File: src/rtl/relu_backward.sv
// ReLU backward pass: forward words leave a sign mask in a FIFO; each gradient pops one bit and is gated by it.
// Optional leaky slope on the negative side is enabled by defining RELU_BWD_LEAKY_EN.
module relu_backward #(
  parameter int data_width = 32,
  parameter int DEPTH      = 64,
  parameter int LEAK_SHIFT = 7
) (
  input  logic                      clk,
  input  logic                      rst_n,
  input  logic                      fwd_valid,
  output logic                      fwd_ready,
  input  logic [data_width-1:0]     data_in,
  input  logic                      grad_valid,
  output logic                      grad_ready,
  input  logic [data_width-1:0]     grad_in,
  output logic                      out_valid,
  input  logic                      out_ready,
  output logic [data_width-1:0]     out_grad,
  output logic [$clog2(DEPTH):0]    mask_count
);

  localparam int AW = $clog2(DEPTH);
  localparam int CW = AW + 1;
  localparam logic [CW-1:0] FULL_COUNT = CW'(DEPTH);

  generate
    if (data_width != 32 || DEPTH < 2 || DEPTH > 1024 || (DEPTH & (DEPTH - 1)) != 0 ||
        LEAK_SHIFT < 0 || LEAK_SHIFT > 254) begin : g_bad_param
      $error("relu_backward: unsupported parameter set");
    end
  endgenerate

`ifdef RELU_BWD_LEAKY_EN
  localparam logic [7:0] LEAK_SHIFT_E = 8'(LEAK_SHIFT);

  // Multiply by 2^-LEAK_SHIFT through the exponent; tiny values flush to signed zero, Inf/NaN pass.
  function automatic logic [31:0] leak_scale(input logic [31:0] g);
    logic [7:0]  e;
    logic [31:0] r;
    e = g[30:23];
    if (e == 8'hFF) begin
      r = g;
    end else if (e <= LEAK_SHIFT_E) begin
      r = {g[31], 31'd0};
    end else begin
      r = {g[31], e - LEAK_SHIFT_E, g[22:0]};
    end
    return r;
  endfunction
`endif

  logic [DEPTH-1:0]      mask_mem_r;
  logic [AW-1:0]         wr_ptr_r;
  logic [AW-1:0]         rd_ptr_r;
  logic [CW-1:0]         count_r;
  logic                  out_valid_r;
  logic [data_width-1:0] out_grad_r;

  logic                  push_s;
  logic                  pop_s;
  logic                  mask_bit_s;
  logic                  popped_mask_s;
  logic [data_width-1:0] gated_s;

  assign fwd_ready     = (count_r != FULL_COUNT);
  assign grad_ready    = (count_r != {CW{1'b0}}) & (~out_valid_r | out_ready);
  assign push_s        = fwd_valid & fwd_ready;
  assign pop_s         = grad_valid & grad_ready;
  assign mask_bit_s    = ~data_in[31] & (data_in[30:0] != 31'd0);
  assign popped_mask_s = mask_mem_r[rd_ptr_r];

  assign out_valid  = out_valid_r;
  assign out_grad   = out_grad_r;
  assign mask_count = count_r;

  // Gate the incoming gradient by the popped mask bit.
  always_comb begin
    gated_s = {data_width{1'b0}};
    if (popped_mask_s) begin
      gated_s = grad_in;
    end else begin
`ifdef RELU_BWD_LEAKY_EN
      gated_s = leak_scale(grad_in);
`else
      gated_s = {data_width{1'b0}};
`endif
    end
  end

  // Mask storage, written at the tail on each accepted forward word.
  always_ff @(posedge clk or negedge rst_n) begin
    if (!rst_n) begin
      mask_mem_r <= {DEPTH{1'b0}};
    end else if (push_s) begin
      mask_mem_r[wr_ptr_r] <= mask_bit_s;
    end
  end

  // Pointers wrap naturally since DEPTH is a power of two.
  always_ff @(posedge clk or negedge rst_n) begin
    if (!rst_n) begin
      wr_ptr_r <= {AW{1'b0}};
      rd_ptr_r <= {AW{1'b0}};
      count_r  <= {CW{1'b0}};
    end else begin
      if (push_s) begin
        wr_ptr_r <= wr_ptr_r + AW'(1);
      end
      if (pop_s) begin
        rd_ptr_r <= rd_ptr_r + AW'(1);
      end
      case ({push_s, pop_s})
        2'b10:   count_r <= count_r + CW'(1);
        2'b01:   count_r <= count_r - CW'(1);
        default: count_r <= count_r;
      endcase
    end
  end

  // Output register: load on a grad handshake, drop valid once consumed, hold while stalled.
  always_ff @(posedge clk or negedge rst_n) begin
    if (!rst_n) begin
      out_valid_r <= 1'b0;
      out_grad_r  <= {data_width{1'b0}};
    end else if (pop_s) begin
      out_valid_r <= 1'b1;
      out_grad_r  <= gated_s;
    end else if (out_ready) begin
      out_valid_r <= 1'b0;
    end
  end

endmodule

File: config.mk
export PLATFORM = sky130hd
export DESIGN_NAME = relu_backward
export DESIGN_NICKNAME = d
export VERILOG_FILES = /design/src/rtl/relu_backward.sv
export SDC_FILE = /design/constraint.sdc
export NUM_CORES = 1
export LEC_CHECK = 0
export CAP_MARGIN = 20
export CORE_ASPECT_RATIO = 0.6
export CORE_MARGIN = 4
export CORE_UTILIZATION = 35
export DETAILED_ROUTE_END_ITERATION = 10
export HOLD_SLACK_MARGIN = 0.12
export PLACE_DENSITY_LB_ADDON = 0.3
export SLEW_MARGIN = 15
export SYNTH_ARGS = -nofsm -noshare
export SYNTH_HDL_FRONTEND = slang
export SYNTH_SLANG_ARGS = --single-unit
export TNS_END_PERCENT = 20
File: constraint.sdc
create_clock -name clk -period 4.9 [get_ports clk]
set_clock_uncertainty 0.15 [all_clocks]
set_input_delay 0.98 -clock clk [delete_from_list [all_inputs] [get_ports clk]]
set_output_delay 0.98 -clock clk [all_outputs]
set_load 0.1 [all_outputs]
Yosys cells after proc, flatten, opt, wreduce, memory -nomap -nowiden
Cells that the tools add are included.
{ "word_totals": {"ff_bits": 116, "latch_bits": 0, "ram_bits": 0, "romBits": 0, "input_bits": 69, "output_inout_bits": 42, "mem_count": 0} }
{ "op_classes": {"addsub": 4, "multipliers": 0, "div": 0, "magnitude_cmp": 3, "eq_ne": 3, "shift": 0, "mux": 9, "bitwise_logic": 7, "reduce_logical": 5} }
{ "op_table": {"columns": ["operator", "count"], "rows": [
  ["$bwmux 64", 1],
  ["$mux 32", 1],
  ["$reduce_bool 31->1", 1],
  ["$lt 6x7->1 const B", 2],
  ["$pmux 7 s2", 1],
  ["$add 6x1->6 const B", 2],
  ["$add 7x1->7 const B", 1],
  ["$ne 7x7->1 const B", 1],
  ["$reduce_bool 7->1", 1],
  ["$sub 7x1->7 const B", 1],
  ["$bmux 1 s6", 1],
  ["$demux 1 s6", 1],
  ["$ge 6x1->1 const B", 1],
  ["$and 1x1->1", 4],
  ["$mux 1", 4],
  ["$reduce_bool 2->1", 2],
  ["$eq 2x1->1 const B", 1],
  ["$eq 2x2->1 const B", 1],
  ["$not 1->1", 2],
  ["$logic_and 1x1->1", 1],
  ["$or 1x1->1", 1]
]} }

Depth between registers and ports, before layout
{ "logic_depth": {"depth_word": 6, "mapped_depth": 13, "mapped_depth_nobuf": 12} }

Worst setup path before layout
Ideal clock, no wire load.
{ "synth_timing": {"path_kind": "register to register", "startpoint": "register count_r[0], in the netlist mask_count[0]", "endpoint": "register count_r[6], in the netlist mask_count[6]", "setup_time_ns": 0.167, "arrival_time_ns": 3.513, "required_ns": 4.583, "slack_ns": 1.070, "path_stages_with_launch": 13, "n_path_buf": 1, "synth_period_minus_slack_ns": 3.830, "cell_sequence": "dfrtp_1 or4_4 o311ai_4 buf_6 inv_2 ha_1 ha_1 nor2b_1 o21ai_0 a21oi_1 or4_1 nand3_1 xor2_1"} }
{ "synth_between": {"elab_chain_cells": 5, "word_cells_on_any_way": 11, "cone_classes": "2 x add/sub; 3 x eq/ne; 1 x mux; 3 x bitwise; 2 x reduce/logical"} }
{ "synth_rtl": {"columns": ["element", "line_no", "source"], "rows": [
  ["start, declared", "55", "logic [CW-1:0] count_r;"],
  ["start signal, assigned", "104", "count_r <= {CW{1'b0}};"],
  ["start signal, assigned", "113", "2'b10: count_r <= count_r + CW'(1);"],
  ["start signal, assigned", "114", "2'b01: count_r <= count_r - CW'(1);"],
  ["$reduce_bool 7->1 (*)", "66", "assign grad_ready = (count_r != {CW{1'b0}}) & (~out_valid_r | out_ready);"],
  ["$and 1x1->1 (*)", "66", null],
  ["$and 1x1->1 (*)", "68", "assign pop_s = grad_valid & grad_ready;"],
  ["via pop_s", "60", "logic pop_s;"],
  ["$eq 2x1->1 / $eq 2x2->1 (equally long branches)", "112", "case ({push_s, pop_s})"],
  ["$pmux 7 s2 / $reduce_bool 2->1 (equally long branches)", null, null]
]} }
The timed path passes the listed nets; every way through them passes the cells marked *.
A chain may end at the register's enable or synchronous reset.

Final worst setup path
{ "layout_timing": {"startpoint": "input port fwd_valid", "endpoint": "register count_r[6], in the netlist mask_count[6]"} }
{ "layout_between": {"elab_chain_cells": 3, "word_cells_on_any_way": 5, "cone_classes": "2 x eq/ne; 1 x mux; 1 x bitwise; 1 x reduce/logical"} }
{ "layout_rtl": {"columns": ["element", "line_no", "source"], "rows": [
  ["start, declared", "10", "input logic fwd_valid,"],
  ["$and 1x1->1 (*)", "67", "assign push_s = fwd_valid & fwd_ready;"],
  ["$eq 2x1->1 / $eq 2x2->1 (equally long branches)", "112", null],
  ["$pmux 7 s2 / $reduce_bool 2->1 (equally long branches)", null, null],
  ["end signal, assigned", "113", null],
  ["end signal, assigned", "114", null],
  ["end signal, assigned", "115", "default: count_r <= count_r;"]
]} }
Every way passes the cells marked *; elsewhere a longest branch is shown, timed or not.

==> run summary <==
Synth Flop Type = dfrtp_1
GRT Overall Usage = 16.41%
Die height = 106.8 um
Post-DP HPWL = 10.46 mm
Post-Synthesis Cells = 476
Area delta synth->final = 33.54%
Fin crit share = 74.30%
Top post-synthesis cells by area = dfrtp_1 51%, mux2_2 9.9%, a22o_1 4.6%
IO Port Bufs = 110
Starting DRT DRC Count = 291
PwrDens = 732.6 nW/um2
Hold crit path type = flip-flop to flip-flop
Final Critical Period = 3.641 ns
Fill count = 1,363
Ys Warns = 0
Crit. End Element = flip-flop
RSZ-0062 raised after global routing = no
Critical path arrival = 3.83 ns
Mapped Area = 5697 um2
TritonCTS clock tree = yes
Worst Path Required = 5.09 ns
GRT overflow = 0
TNS Setup = 0 ns
CP max FO = 7
Max-cap check violation count = 0
Leak = 3.283 nW
Net Count, Synth = 554
Worst-Margin Slew = 1.021 ns
Sequential share of the synthesized area = 50.96%
# rows = 35
CP max stage cell = or4_1
CP Launch Type = input pin
Antenna viol nets, final = 0
Post-synth EDFFs = 0
Layout Nets = 662
Synthesized flop and latch total = 116
Sequential Area = 2903 um2
Initial antenna violation count = 0
CP top delay family = simple AND/OR/NAND/NOR gates
Ys async rst share = 100.0%
Depth of the CTS H-tree = 4
Max Slew Vio Count = 0
RePlAce Congestion = 0.8348
Detailed Routing Iterations Pass 1 = 6
CTS sink cnt = 116
Core area = 15,630 um2
Clock Latency Late Sink = 0.42 ns
Setup violators final = 0
Synthesized area per cell = 11.97 um2
Initial Util = 36.44%
Setup bufs post-CTS = 0
Synth area leader = dfrtp_1
Layout cell share with drive strength beyond 1 = 19.43%
Vias = 4,354
Crit-path max cell delay = 0.48 ns
Worst vdd ir = 0.6319 mV
Relative slew slack = 31.69%
Most used cell, CP = ha_1
Hold Fails Final Rpt = 0
Die Span X = 172.7 um
Post-Place Cells = 764
Largest net degree at the start of global routing = 47
First-pass GRT wire length = 24.27 mm
Layout Cells excl Fill = 800
WL final = 15.03 mm
Via density = 5.443
Area of the multi-input gates = 2579 um2
Most frequent cells in the layout = 116 x dfrtp_1, 108 x clkdlybuf4s50_1, 60 x nand2_1
Status = finished, final reports clean
Fmax = 0.2747 GHz
Hold buffer count at cts = 0
Post-cts sizing count = 0
Commonest non-fill, non-tap cell in the layout = dfrtp_1
CTS Root Buffer Type = clkbuf_16
Crit Path Class = input pin to flip-flop
# DRC = 0
Per-cell routed wire length = 18.79 um
Buf/Inv on CP = 3
Inserted Diodes = 0
Synth cell types = 56
Die footprint = 18,450 um2
I/O pin total = 111
Vias in the first global route = 4,452
Maximum clock insertion buffer count = 2
Yosys top cell area share = 50.96%
CTS Buf Count = 17
Worst path cell trace = clkdlybuf4s50_1 > inv_1 > a31oi_2 > inv_2 > ha_1 > ha_1 > nor2b_1 > o21ai_0 > a21oi_1 > or4_1 > nand3_1 > xor2_1
Clock slew at reported path FFs = 0.06 ns
## cells by family (layout without fill, tap and decap cells)
family,Yosys count,after routing,share of synthesized area (%)
AO/OA/AOI/OAI,102,102,14.03
XOR/XNOR,14,14,2.152
adder cells (fa/ha/maj),9,9,2.109
buffers and inverters,44,165,3.822
flip-flops,116,116,50.96
multiplexers,64,64,15.44
AND/OR/NAND/NOR,127,127,11.49
## power by group
part	internal, mW	total, mW	switching, mW
Combinational	0.831	2.56	1.73
Sequential	1.28	1.66	0.376
Clock	0.867	1.35	0.486
## sequential cells by signal, indices dropped and copies added (netlist names)
| signal | count |
|---|---|
| mask_mem_r | 64 |
| out_grad | 32 |
| mask_count | 7 |
| rd_ptr_r | 6 |
| wr_ptr_r | 6 |
| out_valid | 1 |
## stage by stage
step / worst slack [ns] / util, % / power [mW] / hold WS, ns / instance area [um2]
2_1_floorplan: 1.070 / - / 3.546 / 0.2958 / 5697
3_3_place_gp: 1.006 / 44.30 / 4.153 / 0.3181 / 6925
3_5_place_dp: 0.8663 / 44.30 / 4.208 / 0.3195 / 6925
4_1_cts: 1.265 / 48.42 / 5.584 / 0.3277 / 7570
5_1_grt: 1.093 / 48.66 / 5.832 / 0.3550 / 7607
6_report: 1.259 / 48.66 / 5.573 / 0.3212 / 7607
## synthesized netlist by cell type (3+ instances only)
cell	count
dfrtp_1	116
nand2_1	60
mux2_2	50
a22o_1	30
o21ai_0	28
o41ai_1	21
clkbuf_1	19
nand3_1	13
inv_1	11
nor2_1	9
nor4_1	9
xnor2_1	9
ha_1	8
mux4_1	7
buf_2	6
buf_6	6
mux4_2	5
nor3_1	5
xor2_1	5
a21oi_1	3
a221oi_1	3
a22oi_1	3
a31oi_1	3
nand2b_1	3
nand3b_1	3
nand4_1	3
## cell type report
cell class / count / share of cell area (%)
Tap cell: 203 / 3.339
Sequential cell: 116 / 38.16
Inverter: 13 / 0.6414
Timing Repair Buffer: 120 / 15.49
Multi-Input combinational cell: 316 / 33.90
Clock inverter: 15 / 2.878
Clock buffer: 17 / 5.592
## worst paths after layout
| check | from | endpoint | slack (ns) | cells after the start |
|---|---|---|---|---|
| min in group asynchronous | rst_n | out_grad[3] | 0.34 | 1 |
| hold / removal | rd_ptr_r[5] | rd_ptr_r[5] | 0.32 | 1 |
| setup / recovery | fwd_valid | mask_count[6] | 1.26 | 12 |
| hold reg to reg | rd_ptr_r[5] | rd_ptr_r[5] | 0.32 | 1 |
| max in group asynchronous | rst_n | mask_mem_r[58] | 3.30 | 2 |
| setup reg to reg | mask_count[0] | mask_count[6] | 1.32 | 11 |
## per-layer routing
layer | global-route usage, % | wire (um) | vias up
li1 | - | - | 2011
met1 | 24.58 | 7445 | 2186
met2 | 23.99 | 6620 | 141
met3 | 4.299 | 851 | 16
met4 | 3.358 | 109 | 0
met5 | 0 | 0 | -
(Power assumes the default switching activity.)
